==> src/rtl/rr_lock_arbiter_pkg.sv <==
// Shared definitions for the four-requester round-robin lock arbiter.
// Holds the requester count, the index width, the FSM state type and the one-hot helper.
package rr_lock_arbiter_pkg;

  localparam int NUM_REQ = 4;
  localparam int IDX_W   = 2;

  typedef enum logic {
    IDLE,
    GRANT
  } state_t;

  function automatic logic [NUM_REQ-1:0] onehot(input logic [IDX_W-1:0] idx);
    logic [NUM_REQ-1:0] vec;
    vec      = '0;
    vec[idx] = 1'b1;
    return vec;
  endfunction

endpackage

==> src/rtl/rr_lock_arbiter_priority_encoder.sv <==
// Rotating priority encoder: the first set request at or after ptr wins (cyclic scan).
// The requests are rotated so ptr lands on bit 0, encoded with fixed priority, and then ptr is added back.
module rr_priority_encoder
  import rr_lock_arbiter_pkg::*;
(
  input  logic [NUM_REQ-1:0] req,
  input  logic [IDX_W-1:0]   ptr,
  output logic [IDX_W-1:0]   idx,
  output logic               any
);

  logic [2*NUM_REQ-1:0] req_dbl;
  logic [NUM_REQ-1:0]   req_rot;
  logic [IDX_W-1:0]     pos;

  assign req_dbl = {req, req};
  assign req_rot = NUM_REQ'(req_dbl >> ptr);

  // The loop runs from high to low, so the lowest set bit is the last one written and wins.
  always_comb begin
    pos = '0;
    for (int i = NUM_REQ - 1; i >= 0; i--) begin
      if (req_rot[i]) pos = IDX_W'(i);
    end
  end

  assign idx = pos + ptr;
  assign any = |req;

endmodule

==> src/rtl/rr_lock_arbiter.sv <==
// Round-robin arbiter with a locked grant. The owner keeps the grant until it drops its request,
// or until a hold timeout hands the grant to the next waiting requester.
module rr_lock_arbiter
  import rr_lock_arbiter_pkg::*;
#(
  parameter int MAX_HOLD = 8,
  parameter int CNT_W    = ($clog2(MAX_HOLD + 1) < 1) ? 1 : $clog2(MAX_HOLD + 1)
) (
  input  logic               clk,
  input  logic               rst_n,
  input  logic [NUM_REQ-1:0] req,
  output logic [NUM_REQ-1:0] gnt,
  output logic [IDX_W-1:0]   gnt_idx,
  output logic               gnt_valid,
  output logic               preempt
);

  localparam bit               TIMEOUT_EN = (MAX_HOLD != 0);
  localparam logic [CNT_W-1:0] HOLD_LAST  = CNT_W'(MAX_HOLD - 1);

  state_t             state_reg;
  logic [IDX_W-1:0]   ptr_reg;
  logic [CNT_W-1:0]   hold_cnt_reg;

  logic [NUM_REQ-1:0] others;
  logic [IDX_W-1:0]   next_base;
  logic [NUM_REQ-1:0] enc_req;
  logic [IDX_W-1:0]   enc_ptr;
  logic [IDX_W-1:0]   sel_idx;
  logic               sel_any;

  assign others    = req & ~gnt;
  assign next_base = gnt_idx + IDX_W'(1);

  // While IDLE, scan all requests from ptr. While a grant is held, only the contenders are scanned, starting after the owner.
  assign enc_req = (state_reg == GRANT) ? others : req;
  assign enc_ptr = (state_reg == GRANT) ? next_base : ptr_reg;

  rr_priority_encoder u_enc (
    .req (enc_req),
    .ptr (enc_ptr),
    .idx (sel_idx),
    .any (sel_any)
  );

  always_ff @(posedge clk) begin
    if (!rst_n) begin
      state_reg    <= IDLE;
      gnt          <= '0;
      gnt_idx      <= '0;
      gnt_valid    <= 1'b0;
      preempt      <= 1'b0;
      ptr_reg      <= '0;
      hold_cnt_reg <= '0;
    end else begin
      preempt <= 1'b0;
      case (state_reg)
        IDLE: begin
          if (sel_any) begin
            state_reg    <= GRANT;
            gnt          <= onehot(sel_idx);
            gnt_idx      <= sel_idx;
            gnt_valid    <= 1'b1;
            hold_cnt_reg <= '0;
          end
        end
        GRANT: begin
          if (!req[gnt_idx]) begin
            ptr_reg      <= next_base;
            hold_cnt_reg <= '0;
            if (sel_any) begin
              gnt     <= onehot(sel_idx);
              gnt_idx <= sel_idx;
            end else begin
              state_reg <= IDLE;
              gnt       <= '0;
              gnt_idx   <= '0;
              gnt_valid <= 1'b0;
            end
          end else if (TIMEOUT_EN && sel_any && hold_cnt_reg == HOLD_LAST) begin
            ptr_reg      <= next_base;
            hold_cnt_reg <= '0;
            gnt          <= onehot(sel_idx);
            gnt_idx      <= sel_idx;
            preempt      <= 1'b1;
          end else if (!sel_any || !TIMEOUT_EN) begin
            hold_cnt_reg <= '0;
          end else if (hold_cnt_reg != HOLD_LAST) begin
            hold_cnt_reg <= hold_cnt_reg + CNT_W'(1);
          end
        end
        default: state_reg <= IDLE;
      endcase
    end
  end

endmodule
==> config.mk <==
export PLATFORM = sky130hd
export DESIGN_NAME = rr_lock_arbiter
export DESIGN_NICKNAME = d
export VERILOG_FILES = /design/src/rtl/rr_lock_arbiter_pkg.sv /design/src/rtl/rr_lock_arbiter_priority_encoder.sv /design/src/rtl/rr_lock_arbiter.sv
export SDC_FILE = /design/constraint.sdc
export NUM_CORES = 1
export LEC_CHECK = 0
export CAP_MARGIN = 20
export CORE_MARGIN = 5
export CORE_UTILIZATION = 40
export CTS_BUF_LIST = sky130_fd_sc_hd__clkbuf_8
export DETAILED_ROUTE_END_ITERATION = 8
export GPL_ROUTABILITY_DRIVEN = 0
export PLACE_DENSITY_LB_ADDON = 0.2
export SLEW_MARGIN = 20
export SYNTH_ARGS = -nofsm -noshare
export SYNTH_HDL_FRONTEND = slang
export SYNTH_SLANG_ARGS = --single-unit
export TNS_END_PERCENT = 5
==> constraint.sdc <==
create_clock -name clk -period 3.1 [get_ports clk]
set_input_delay 0.93 -clock clk [delete_from_list [all_inputs] [get_ports clk]]
set_output_delay 0.93 -clock clk [all_outputs]
set_load 0.005 [all_outputs]
# Yosys cells after proc, flatten, opt, wreduce, memory -nomap -nowiden
# Cells that the tools add are included.
[classes]
addsub = 3
n_lt_le_gt_ge = 3
n_eq_ne = 8
n_shift = 1
n_mux = 36
bitwise = 3
reduce_logical = 8
[op_table]
columns = ["cell", "n"]
rows = [
  ["4-bit two-way mux", 10],
  ["2-bit two-way mux", 11],
  ["4-bit case mux with 2 select lines", 2],
  ["1-bit two-way mux", 8],
  ["8-bit by 2-bit >> shifter with 4-bit output", 1],
  ["2-bit by 3-bit less-than comparator with 1-bit output (second input constant)", 2],
  ["2-bit inequality test (second input constant)", 3],
  ["2-bit AND reduction", 3],
  ["3-bit AND reduction", 2],
  ["5-bit by 3-bit inequality test with 1-bit output (second input constant)", 1],
  ["4-bit by 1-bit adder with 4-bit output (second input constant)", 1],
  ["4-bit AND", 1],
  ["4-bit by 3-bit == test with 1-bit output (second input constant)", 1],
  ["4-bit by 3-bit inequality test with 1-bit output (second input constant)", 1],
  ["4-bit inverter", 1],
  ["1-bit case mux with 2 select lines", 2],
  ["2-bit case mux with 2 select lines", 1],
  ["4-bit OR reduction", 1],
  ["3-bit by 2-bit inequality test with 1-bit output (second input constant)", 1],
  ["2-bit by 1-bit adder with 2-bit output (second input constant)", 1],
  ["2-bit adder", 1],
  ["1-bit binary-select mux with 2-bit select", 1],
  ["1-bit demux with 2-bit select", 1],
  ["2-bit by 1-bit greater-or-equal comparator with 1-bit output (second input constant)", 1],
  ["other kinds (3)", 4],
]
[totals]
ff_bits = 15
input_bits = 6
out_inout_bits = 8
word_cells = 69

# Depth between registers and ports, before layout
# Gate-level depths: netlist of run 1.
[logic_depth]
depth_word = 16
mapped_depth = 13
depth_no_buf = 11

# Modules after synthesis
# From an unflattened synthesis of run 1, not the netlist that was laid out.
[unflattened]
cells_unflattened = 98
hier_area_um2 = 917.1
[by_module_without_submodules]
columns = ["mod", "instances", "cells_per_inst", "area_per_inst_um2", "seq_area_each_um2"]
rows = [
  ["rr_lock_arbiter", 1, 71, 738.2, 300.3],
  ["rr_priority_encoder", 1, 27, 178.9, 0.0],
]

# Least setup slack after synthesis of run 1
# No wires, ideal clock.
[synth_path]
path_type = "input port to flip-flop"
startpoint = "in req[3]"
endpoint = "reg gnt[2]"
setup_ps = 117
arrival_ps = 2474
t_required_ps = 2983
setup_slack_ps = 509
stages = 10
n_path_buf = 0
cell_sequence = "a21boi_2 -> nor2_1 -> o22ai_1 -> a32o_1 -> nor2_1 -> a31oi_1 -> ha_1 -> xnor2_2 -> xnor2_2 -> a32o_1"
[synth_via]
elab_chain_len = 15
word_cells_on_any_way = 25
cone_classes = "add/sub (1); order compare (2); eq/ne (2); shift (1); mux (14); bitwise (1); reduce/logical (4)"
[synth_lines]
columns = ["item", "line_no", "text"]
rows = [
  ["start: declaration", "rr_lock_arbiter.sv:11", "input logic [NUM_REQ-1:0] req,"],
  ["4-bit AND", "rr_lock_arbiter.sv:32", "assign others = req & ~gnt;"],
  ["4-bit two-way mux", "rr_lock_arbiter.sv:36", "assign enc_req = (state_reg == GRANT) ? others : req;"],
  ["8-bit by 2-bit >> shifter with 4-bit output", "rr_lock_arbiter_priority_encoder.sv:17", "assign req_rot = NUM_REQ'(req_dbl >> ptr);"],
  ["2-bit two-way mux (4 in a row)", "rr_lock_arbiter_priority_encoder.sv:23", "if (req_rot[i]) pos = IDX_W'(i);"],
  ["2-bit adder", "rr_lock_arbiter_priority_encoder.sv:27", "assign idx = pos + ptr;"],
  ["2-bit by 3-bit less-than comparator with 1-bit output (implied by the code) or 2-bit by 1-bit greater-or-equal comparator with 1-bit output (tied branches)", "rr_lock_arbiter_pkg.sv:16", "vec[idx] = 1'b1;"],
  ["1-bit logical AND (implied by the code)", "rr_lock_arbiter_pkg.sv:16", ""],
  ["1-bit two-way mux (implied by the code)", "rr_lock_arbiter_pkg.sv:16", ""],
  ["1-bit demux with 2-bit select", "rr_lock_arbiter_pkg.sv:16", ""],
  ["4-bit two-way mux, on equally long branches", "rr_lock_arbiter.sv:71, rr_lock_arbiter.sv:80", ""],
  ["4-bit two-way mux", "rr_lock_arbiter.sv:68", "if (!req[gnt_idx]) begin"],
  ["4-bit case mux with 2 select lines", "rr_lock_arbiter.sv:57", "case (state_reg)"],
  ["end signal: assignment", "rr_lock_arbiter.sv:61", "gnt <= onehot(sel_idx);"],
  ["end signal: assignment", "rr_lock_arbiter.sv:72", "gnt <= onehot(sel_idx);"],
  ["end signal: assignment", "rr_lock_arbiter.sv:83", "gnt <= onehot(sel_idx);"],
  ["end: declaration", "rr_lock_arbiter.sv:12", "output logic [NUM_REQ-1:0] gnt,"],
]
# Parallel ways exist; a longest one is shown, timed or not. The select of a mux whose other input is x is not followed.
# A chain may end at the register's enable or synchronous reset.

# Worst setup path after layout of run 1
[layout_path]
startpoint = "in req[1]"
endpoint = "reg gnt[2]"
# Same word-level chain as after synthesis.

==> results.txt, run 1 <==
Slowest CP cell -> clkdlybuf4s50_1
Cells after Synth -> 113
DIE AREA -> 3719 um^2
Number of synthesized flops with an enable pin -> 0
Register area share after synthesis -> 28.88%
Synth top area share -> 28.88%
Setup violators final -> 0
Top cells by area, synth -> dfxtp_1 (29%), nor2_1 (4.0%), a21oi_1 (3.9%)
Required @ worst endpoint -> 3.24 ns
Critical path capture point type -> flip-flop
Count of cell types in the netlist -> 49
Gates resized, CTS repair -> 0
Total setup buffers inserted after CTS -> 0
Avg Inst Size Synth -> 9.201 um^2
Yosys reg bits -> 15
Status -> complete, no violations
Die W -> 60.99 um
Tcrit/Tclk final -> 92.54%
PnR worst setup slack -> 0.2312 ns
Cell-by-cell trace of the critical path -> clkdlybuf4s50_1 -> a21boi_4 -> nor2_1 -> o22ai_1 -> a32o_1 -> nor2_1 -> a31oi_1 -> ha_1 -> xnor2_2 -> xnor2_2 -> a32o_1
Tot Pwr -> 0.9483 mW
Post-layout nets -> 147
Post-Syn Area -> 1040 um^2
Minimum clock period -> 2.869 ns
Largest net degree at the start of global routing -> 13
Initial Util -> 41.97%
Synth cell count leaders -> dfxtp_1 (15), nor2_1 (11), nand2_1 (9), a21oi_1 (8), o21ai_0 (6)
Dpl hpwl -> 1915 um
H-tree depth -> 1
CTS Sinks -> 15
Skew final -> 0.006466 ns
Rel. slew slack -> 69.54%
Row Count -> 18
Post-route DRC -> 0
Hold Crit Class -> reg -> reg
Initial antenna violation count -> 0
IO buf count -> 13
Fmax -> 0.3486 GHz
First-pass GRT wire length -> 4333 um
Cell taking the most area after synthesis -> dfxtp_1
Total track usage -> 15.25%
Max incr delay on CP -> 0.50 ns
Dominant synthesized flop cell -> dfxtp_1
Vias in the first global route -> 954
Routed vias -> 977
Layout area overhead -> 25.99%
Clock Path Buffers -> 2
Fin. max-slew vios -> 0
Routed Antenna Nets -> 0
Core area -> 2477 um^2
Critical Path AT -> 3.01 ns
Asr flop ratio synth -> 0%
Grt total ovfl -> 0
TritonCTS Buffers -> 3
Vias per cell -> 5.815
Clock Pin Slew Worst Setup and Hold Paths -> 0.07 ns
Drt wl/cell -> 14.88 um
Drt initial violations -> 29
Worst-Skew Late Latency -> 0.25 ns
Fin. Hold Viols -> 0
I/O pin count -> 14
Ant diodes -> 0
VDD IR max -> 0.5187 mV
PD cells -> 723.9 nW/um^2
Die Ht -> 60.99 um
Layout cells sized above 1 -> 28.26%
Synth warnings -> 0
Total nets after synthesis -> 121
Startpoint types -> primary input
Total negative slack -> 0 ns
Final WL -> 2499 um
RSZ-0062 raised after global routing -> false
Critical path class -> in -> reg
Tightest Pin Transition -> 0.4563 ns
Leakage power -> 0.5047 nW
First drt pass iteration count -> 4
CTS tree -> yes
CTS root buf -> clkbuf_8
Number of max-cap violations -> 0
Post-CTS Hold Buffers -> 0
Count leader, synth -> dfxtp_1
CP Max Fanout -> 5
Pre-CTS setup slack -> -0.01709 ns
## area by class of cell
class                           instances  area, um^2
Clock buffer                            3       41.29
Fill cell                             231        1167
Inverter                                5       18.77
Timing Repair Buffer                   23       205.2
Sequential cell                        15       300.3
Clock inverter                          1       5.005
Multi-Input combinational cell         91       701.9
Tap cell                               30       37.54
## where the power goes
group / internal [mW] / switching [mW]
logic: 0.247 / 0.241
registers: 0.236 / 0.0625
clock network: 0.0891 / 0.0727
total: 0.572 / 0.376
## cell usage in the layout, fill, tap and decap left out, drive strengths merged, types with 2 or more instances in the layout
master and instances:
dfxtp 15, nor2 14, clkdlybuf4s50 13, o21ai 11, buf 10, nand2 10
a21oi 10, inv 4, a21boi 4, a32o 4, nor4 4, clkbuf 3
xnor2 3, a21bo 2, a31oi 2, mux2i 2, a311oi 2, a22o 2
ha 2, o211ai 2, clkinv 2, nor3 2
## metrics by stage
stage	area, um^2	cells	hold slack, ns	utilization, %
after floorplan	1040	113	0.4529	-
after global placement	1264	164	0.4695	51.01
after detailed placement	1264	164	0.4833	51.01
after CTS	1310	168	0.4970	52.88
after global routing	1310	168	0.5585	52.88
final	1310	168	0.4933	52.88
## path summary, 6_finish.rpt
path	slack, ns	startpoint	endpoint	cells after the start
max	0.23	req[1]	gnt[2]	11
min	0.49	hold_cnt_reg[3]	hold_cnt_reg[3]	2
max reg2reg	0.56	state_reg	gnt[2]	11
min reg2reg	0.49	hold_cnt_reg[3]	hold_cnt_reg[3]	2
## worst max-delay path: cells and delay by family
kind	cells	cell delay (ns)
compound gates	5	0.96
xor+xnor	2	0.27
simple gates	2	0.14
buf+inv	1	0.50
fa+ha+maj	1	0.22
## logic make-up after synthesis
logic type / count (synthesis) / share of synthesized area (%)
AO/OA/AOI/OAI: 47 / 36.95
XOR/XNOR: 3 / 3.971
adder cells (fa/ha/maj): 2 / 2.406
buffers and inverters: 7 / 3.610
flip-flops: 15 / 28.88
multiplexers: 3 / 4.091
AND/OR/NAND/NOR: 36 / 20.10
## layer usage
metal  global-route usage, %  routed length [um]  up-vias
li1                        -                   -      485
met2                   22.60                1047       30
met4                   4.954                  21        0
met3                   3.191                 127        3
met1                   21.97                1302      459
met5                       0                   0        -
No activity file was read; power rests on OpenSTA's default activity.
==> run 2: changes to the inputs <==
--- a/config.mk
+++ b/config.mk
@@ -11,7 +11,8 @@
 export CTS_BUF_LIST = sky130_fd_sc_hd__clkbuf_8
 export DETAILED_ROUTE_END_ITERATION = 8
 export GPL_ROUTABILITY_DRIVEN = 0
-export PLACE_DENSITY_LB_ADDON = 0.2
+export PLACE_DENSITY = 0.59
+export SETUP_SLACK_MARGIN = 0.15
 export SLEW_MARGIN = 20
 export SYNTH_ARGS = -nofsm -noshare
 export SYNTH_HDL_FRONTEND = slang
==> run 2 against run 1 <==
Sequential power hardly changed. Sequential cell count unchanged. Register-to-register slack improved by 0.08 ns. Utilization rose by 0.10 points. Power rose by 0.31%. Design area is 0.19% higher. Die area did not move. Clock power is essentially flat. Clock skew is 0.0023 ns higher. Wire length down 0.72%. Critical endpoint unchanged.
==> results.txt, run 2 (synthesized netlist as in run 1, its figures left out) <==
Critical Path AT -> 2.94 ns (-0.07 ns)
CP startpoint -> req[1]
Most frequent cells in the layout -> dfxtp_1 (15), clkdlybuf4s50_1 (13), nor2_1 (10), buf_4 (10), nand2_1 (9)
Initial Util -> 41.97% (unchanged)
Commonest non-fill, non-tap cell in the layout -> dfxtp_1
Fmax -> 0.3577 GHz (+2.6%)
Tcrit/Tclk final -> 90.17% (-2.4 points)
Internal -> 0.5727 mW (+0.14%)
Most frequent CP cell -> xnor2_2
Cell-by-cell trace of the critical path -> clkdlybuf4s50_1 -> a21boi_4 -> buf_4 -> nor2_1 -> o21ai_2 -> a31oi_1 -> ha_1 -> xnor2_2 -> xnor2_2 -> a32o_1
CTS root buf -> clkbuf_8
Setup violators final -> 0 (unchanged)
Vias in the first global route -> 910 (-4.6%)
Tot Pwr -> 0.9512 mW (+0.31%)
Die W -> 60.99 um (unchanged)
RR Startpoint -> state_reg
First-pass GRT wire length -> 4153 um (-4.2%)
R2R cell count -> 9 (-2)
DIE AREA -> 3719 um^2 (unchanged)
Final WL -> 2481 um (-0.72%)
Skew final -> 0.008786 ns (+0.002320 ns)
Vias per cell -> 5.690 (-2.1%)
Clock Path Buffers -> 2 (unchanged)
TritonCTS Buffers -> 3 (unchanged)
Layout area overhead -> 26.23%
Die Ht -> 60.99 um (unchanged)
Startpoint types -> primary input
Initial antenna violation count -> 0 (unchanged)
Post-CTS Hold Buffers -> 0 (unchanged)
Row Count -> 18 (unchanged)
Total negative slack -> 0 ns (unchanged)
Status -> complete, no violations
Drt wl/cell -> 14.77 um (-0.72%)
Clock share of power -> 16.9% (-0.2 points)
Critical path capture point type -> flip-flop
IO buf count -> 13 (unchanged)
I/O pin count -> 14 (unchanged)
Fin. max-slew vios -> 0 (unchanged)
Leakage power -> 0.5050 nW (about the same)
CTS tree -> yes
PD cells -> 724.7 nW/um^2 (+0.12%)
Layout cells sized above 1 -> 28.99% (+0.72 points)
Slowest CP cell -> clkdlybuf4s50_1
Post-route DRC -> 0 (unchanged)
Hold Crit Class -> reg -> reg
Routed vias -> 956 (-2.1%)
Worst Hold Launch -> hold_cnt_reg[3]
Critical path class -> in -> reg
Core area -> 2477 um^2 (unchanged)
Dpl hpwl -> 1963 um (+2.5%)
Cell Area, Placed -> 1256 um^2 (-0.59%)
Grt total ovfl -> 0 (unchanged)
Drt initial violations -> 44 (+52%)
Minimum clock period -> 2.795 ns (-0.07350 ns)
Design Area, Final -> 1313 um^2 (+0.19%)
Clock Pin Slew Worst Setup and Hold Paths -> 0.07 ns (about the same)
Required @ worst endpoint -> 3.24 ns (about the same)
CTS Sinks -> 15 (unchanged)
Routed Antenna Nets -> 0 (unchanged)
Post-layout nets -> 147 (unchanged)
CP Capture Point -> gnt[2]
Sw frac -> 39.80% (+0.099 points)
First drt pass iteration count -> 4 (unchanged)
Rel. slew slack -> 64.99% (-4.6 points)
Worst-Skew Late Latency -> 0.25 ns (about the same)
Ant diodes -> 0 (unchanged)
Sequential Power Share -> 31.5% (about the same)
Total track usage -> 14.88% (-0.37 points)
Total net switching power -> 0.3785 mW (+0.56%)
Fin. Hold Viols -> 0 (unchanged)
CP Max Fanout -> 5 (unchanged)
Tightest Pin Transition -> 0.5244 ns (+0.06818 ns)
Largest net degree at the start of global routing -> 11 (-2)
Number of max-cap violations -> 0 (unchanged)
Utilization after layout -> 52.98% (+0.10 points)
FF-to-FF End -> gnt[2]
Max incr delay on CP -> 0.50 ns (about the same)
Logic pwr share -> 51.6% (about the same)
VDD IR max -> 0.6826 mV (+32%)
H-tree depth -> 1 (unchanged)
RSZ-0062 raised after global routing -> false
Reg-to-reg slack, setup -> 0.64 ns (+0.08 ns)
run 2: cell counts in the layout (fill, tap and decap cells not counted):
No cell type changed its count.
run 2: repair_timing:
action,in CTS,in global routing
hold endpoints to repair,0,0
resized for setup,0,1
endpoints found under the setup margin,0,6
buffers inserted,0,1
run 2: area by class of cell:
class / count / area [um^2]
fillers: 240 / 1165
multi-input cells: 91 / 704.4
flip-flops and latches: 15 / 300.3
repair buffers: 23 / 205.2
clock buffers: 3 / 41.29
well taps: 30 / 37.54
inverters: 5 / 18.77
clock inverters: 1 / 5.005
run 2: how the worst min path moves through the flow:
| stage | depth (start not counted) | endpoint | slack, ns |
|---|---|---|---|
| 2_1_floorplan | 2 | hold_cnt_reg[3] | 0.45 |
| 3_3_place_gp | 2 | hold_cnt_reg[3] | 0.47 |
| 3_5_place_dp | 2 | hold_cnt_reg[3] | 0.49 |
| 4_1_cts | 2 | hold_cnt_reg[3] | 0.50 |
| 5_1_grt | 1 | hold_cnt_reg[3] | 0.54 |
| 6_report | 2 | hold_cnt_reg[3] | 0.50 |
run 2: critical path: cells and delay by family:
family,cells,cell delay [ns]
buffers and inverters,2,0.66
XOR/XNOR,2,0.34
adder cells (fa/ha/maj),1,0.23
AND/OR/NAND/NOR,1,0.05
AO/OA/AOI/OAI,4,0.73
run 2: routing by layer:
layer / vias to the layer above / part of all wire (%) / track usage (%)
li1: 486 / - / -
met1: 438 / 50 / 22.18
met2: 32 / 44 / 21.53
met3: 0 / 6.6 / 2.766
met4: 0 / 0 / 4.644
met5: - / 0 / 0
run 2: metrics by stage:
stage,cells,hold WS [ns],worst slack [ns]
after detailed placement,163,0.4908,0.01415
after CTS,167,0.4987,0.2656
after floorplan,113,0.4529,0.5086
after global routing,168,0.5421,0.1725
after global placement,163,0.4693,0.04793
final,168,0.5043,0.3047
run 2: power groups by stage:
stage               registers (mW)  logic, mW  clock network, mW
CTS                          0.299      0.487              0.159
global route                 0.305      0.535              0.170
floorplan                    0.286      0.331                  0
global placement             0.304      0.481                  0
finish                       0.299      0.491              0.161
detailed placement           0.302      0.483                  0
==> run 3: changes to the inputs <==
--- a/config.mk
+++ b/config.mk
@@ -5,6 +5,7 @@
 export SDC_FILE = /design/constraint.sdc
 export NUM_CORES = 1
 export LEC_CHECK = 0
+export ABC_AREA = 1
 export CAP_MARGIN = 20
 export CORE_MARGIN = 5
 export CORE_UTILIZATION = 40
==> run 3 against run 2 <==
Non-clock buffer count down 5. Combinational power up 45%. Synthesized cell count up 61%. Register-to-register slack worse by 0.06 ns. Hold slack worse by 0.020 ns. Critical path type unchanged. Utilization down 2.8 points. Largest power group unchanged. Setup slack better by 0.046 ns. First-iteration DRC count down 20%. Synthesized area up 7.9%. Via count up 19%. Die area up 6.6%.
==> results.txt, run 3 <==
Clock Pin Slew Worst Setup and Hold Paths -> 0.06 ns (about the same)
Critical Path AT -> 2.88 ns (-0.06 ns)
Count leader, synth -> nand2_1
Ant diodes -> 0 (unchanged)
VDD IR max -> 0.5618 mV (-18%)
Die Ht -> 62.97 um (+3.3%)
H-tree depth -> 1 (unchanged)
Routed vias -> 1138 (+19%)
Hold Crit Class -> reg -> reg
Register area share after synthesis -> 26.76% (-2.1 points)
Grt total ovfl -> 0 (unchanged)
Tcrit/Tclk final -> 88.68% (-1.5 points)
Drt wl/cell -> 11.43 um (-23%)
Number of max-cap violations -> 0 (unchanged)
Avg Inst Size Synth -> 6.167 um^2 (-33%)
Synth cell count leaders -> nand2_1 (50), nor2_1 (26), inv_1 (18), dfxtp_1 (15), nand3_1 (15)
Die W -> 62.97 um (+3.3%)
First-pass GRT wire length -> 4623 um (+11%)
Reg-to-reg slack, setup -> 0.58 ns (-0.06 ns)
CTS tree -> yes
Layout cells sized above 1 -> 20.90% (-8.1 points)
Largest net degree at the start of global routing -> 12 (+1)
Dpl hpwl -> 2074 um (+5.6%)
Total nets after synthesis -> 190 (+57%)
Drt initial violations -> 35 (-20%)
Layout area overhead -> 22.30%
Synth top area share -> 26.76% (-2.1 points)
Total track usage -> 14.36% (-0.52 points)
Fmax -> 0.3638 GHz (+1.7%)
Tot Pwr -> 1.181 mW (+24%)
Startpoint types -> primary input
Cells after Synth -> 182 (+61%)
Pre-CTS setup slack -> 0.08168 ns (+0.06752 ns)
Routed Antenna Nets -> 0 (unchanged)
CTS Sinks -> 15 (unchanged)
Yosys reg bits -> 15 (unchanged)
Total negative slack -> 0 ns (unchanged)
Skew final -> 0.005421 ns (-0.003365 ns)
DIE AREA -> 3965 um^2 (+6.6%)
Rel. slew slack -> 75.51% (+11 points)
Initial antenna violation count -> 0 (unchanged)
Fin. Hold Viols -> 0 (unchanged)
Most frequent cells in the layout -> nand2_1 (49), nor2_1 (26), inv_1 (17)
Row Count -> 19 (+1)
Total setup buffers inserted after CTS -> 0 (unchanged)
Cell taking the most area after synthesis -> dfxtp_1
Initial Util -> 41.05% (-0.92 points)
Fin. max-slew vios -> 0 (unchanged)
IO buf count -> 13 (unchanged)
Synth warnings -> 0 (unchanged)
Minimum clock period -> 2.749 ns (-0.04622 ns)
PD cells -> 860.6 nW/um^2 (+19%)
First drt pass iteration count -> 4 (unchanged)
Required @ worst endpoint -> 3.23 ns (about the same)
Top cells by area, synth -> dfxtp_1 (27%), nand2_1 (17%), nor2_1 (8.7%)
Commonest non-fill, non-tap cell in the layout -> nand2_1
Final WL -> 2652 um (+6.9%)
Count of cell types in the netlist -> 26 (-47%)
R2R cell count -> 18 (+9)
Tightest Pin Transition -> 0.3669 ns (-0.1576 ns)
Critical path capture point type -> flip-flop
CTS root buf -> clkbuf_8
Dominant synthesized flop cell -> dfxtp_1
CP Max Fanout -> 3 (-2)
Vias per cell -> 4.905 (-14%)
I/O pin count -> 14 (unchanged)
Core area -> 2734 um^2 (+10%)
Clock Path Buffers -> 2 (unchanged)
Status -> complete, no violations
Worst-Skew Late Latency -> 0.25 ns (about the same)
Critical path class -> in -> reg
WHS -> 0.4848 ns (-0.01955 ns)
Asr flop ratio synth -> 0% (unchanged)
Hold Path Cell Cnt -> 2 (unchanged)
Vias in the first global route -> 1108 (+22%)
RSZ-0062 raised after global routing -> false
Post-route DRC -> 0 (unchanged)
Number of synthesized flops with an enable pin -> 0 (unchanged)
Post-layout nets -> 210 (+43%)
TritonCTS Buffers -> 3 (unchanged)
Utilization after layout -> 50.21% (-2.8 points)
PnR worst setup slack -> 0.3509 ns (+0.04622 ns)
Setup violators final -> 0 (unchanged)
Post-Syn Area -> 1122 um^2 (+7.9%)
Leakage power -> 0.6664 nW (+32%)
==> run 3: cells by family (layout without fill, tap and decap cells) <==
family | Yosys count | count (layout) | synth area share, %
buffers and inverters | 27 | 46 | 9.809
flip-flops | 15 | 15 | 26.76
AND/OR/NAND/NOR | 115 | 115 | 48.83
XOR/XNOR | 2 | 2 | 1.561
AO/OA/AOI/OAI | 21 | 21 | 10.81
adder cells (fa/ha/maj) | 2 | 2 | 2.229
==> run 3: critical path: stages <==
cell and delay (ns):
clkdlybuf4s50_1 0.48, inv_1 0.05, a21oi_1 0.11, nand2_1 0.07
nand2_2 0.10, nand2_1 0.06, nand2_2 0.07, inv_1 0.04
nand2_2 0.07, nand2_2 0.05, inv_1 0.05, ha_2 0.17
xor2_2 0.20, nand3_1 0.14, nand3_2 0.10, nor2_1 0.05
nor2_1 0.08, nor2_1 0.04
==> run 3: what timing repair did <==
item | 4_1_cts | 5_1_grt
hold buffers | 0 | 0
endpoints found under the setup margin | 0 | 2
gates resized for setup | 0 | 5
==> run 3: through the flow <==
step / cells / instance area, um^2
floorplan: 182 / 1122
global placement: 228 / 1309
detailed placement: 228 / 1309
CTS: 232 / 1355
global route: 232 / 1373
finish: 232 / 1373
==> run 3: metal layers <==
layer | up-vias | GRT usage (%) | part of all wire, %
met3 | 11 | 2.518 | 3.6
li1 | 611 | - | -
met4 | 0 | 9.019 | 3.9
met5 | - | 0 | 0
met2 | 23 | 22.82 | 44
met1 | 493 | 17.64 | 49
==> run 3: final cells by class <==
class,instances,area [um^2]
Fill cell,277,1361
Multi-Input combinational cell,140,729.5
Sequential cell,15,300.3
Timing Repair Buffer,18,167.7
Inverter,24,90.09
Clock buffer,3,41.29
Tap cell,31,38.79
Clock inverter,1,5.005
==> run 3: final timing paths <==
path                   start         endpoint
max                   req[3]           gnt[3]
min          hold_cnt_reg[3]  hold_cnt_reg[3]
max reg2reg        state_reg           gnt[3]
min reg2reg  hold_cnt_reg[3]  hold_cnt_reg[3]
==> run 3: report_power, final <==
group	internal [mW]	leakage (nW)	total, mW	switching, mW
Combinational	0.300	0.518	0.711	0.412
Clock	0.0892	0.0255	0.161	0.0720
Sequential	0.239	0.123	0.309	0.0695
Total	0.628	0.666	1.18	0.553
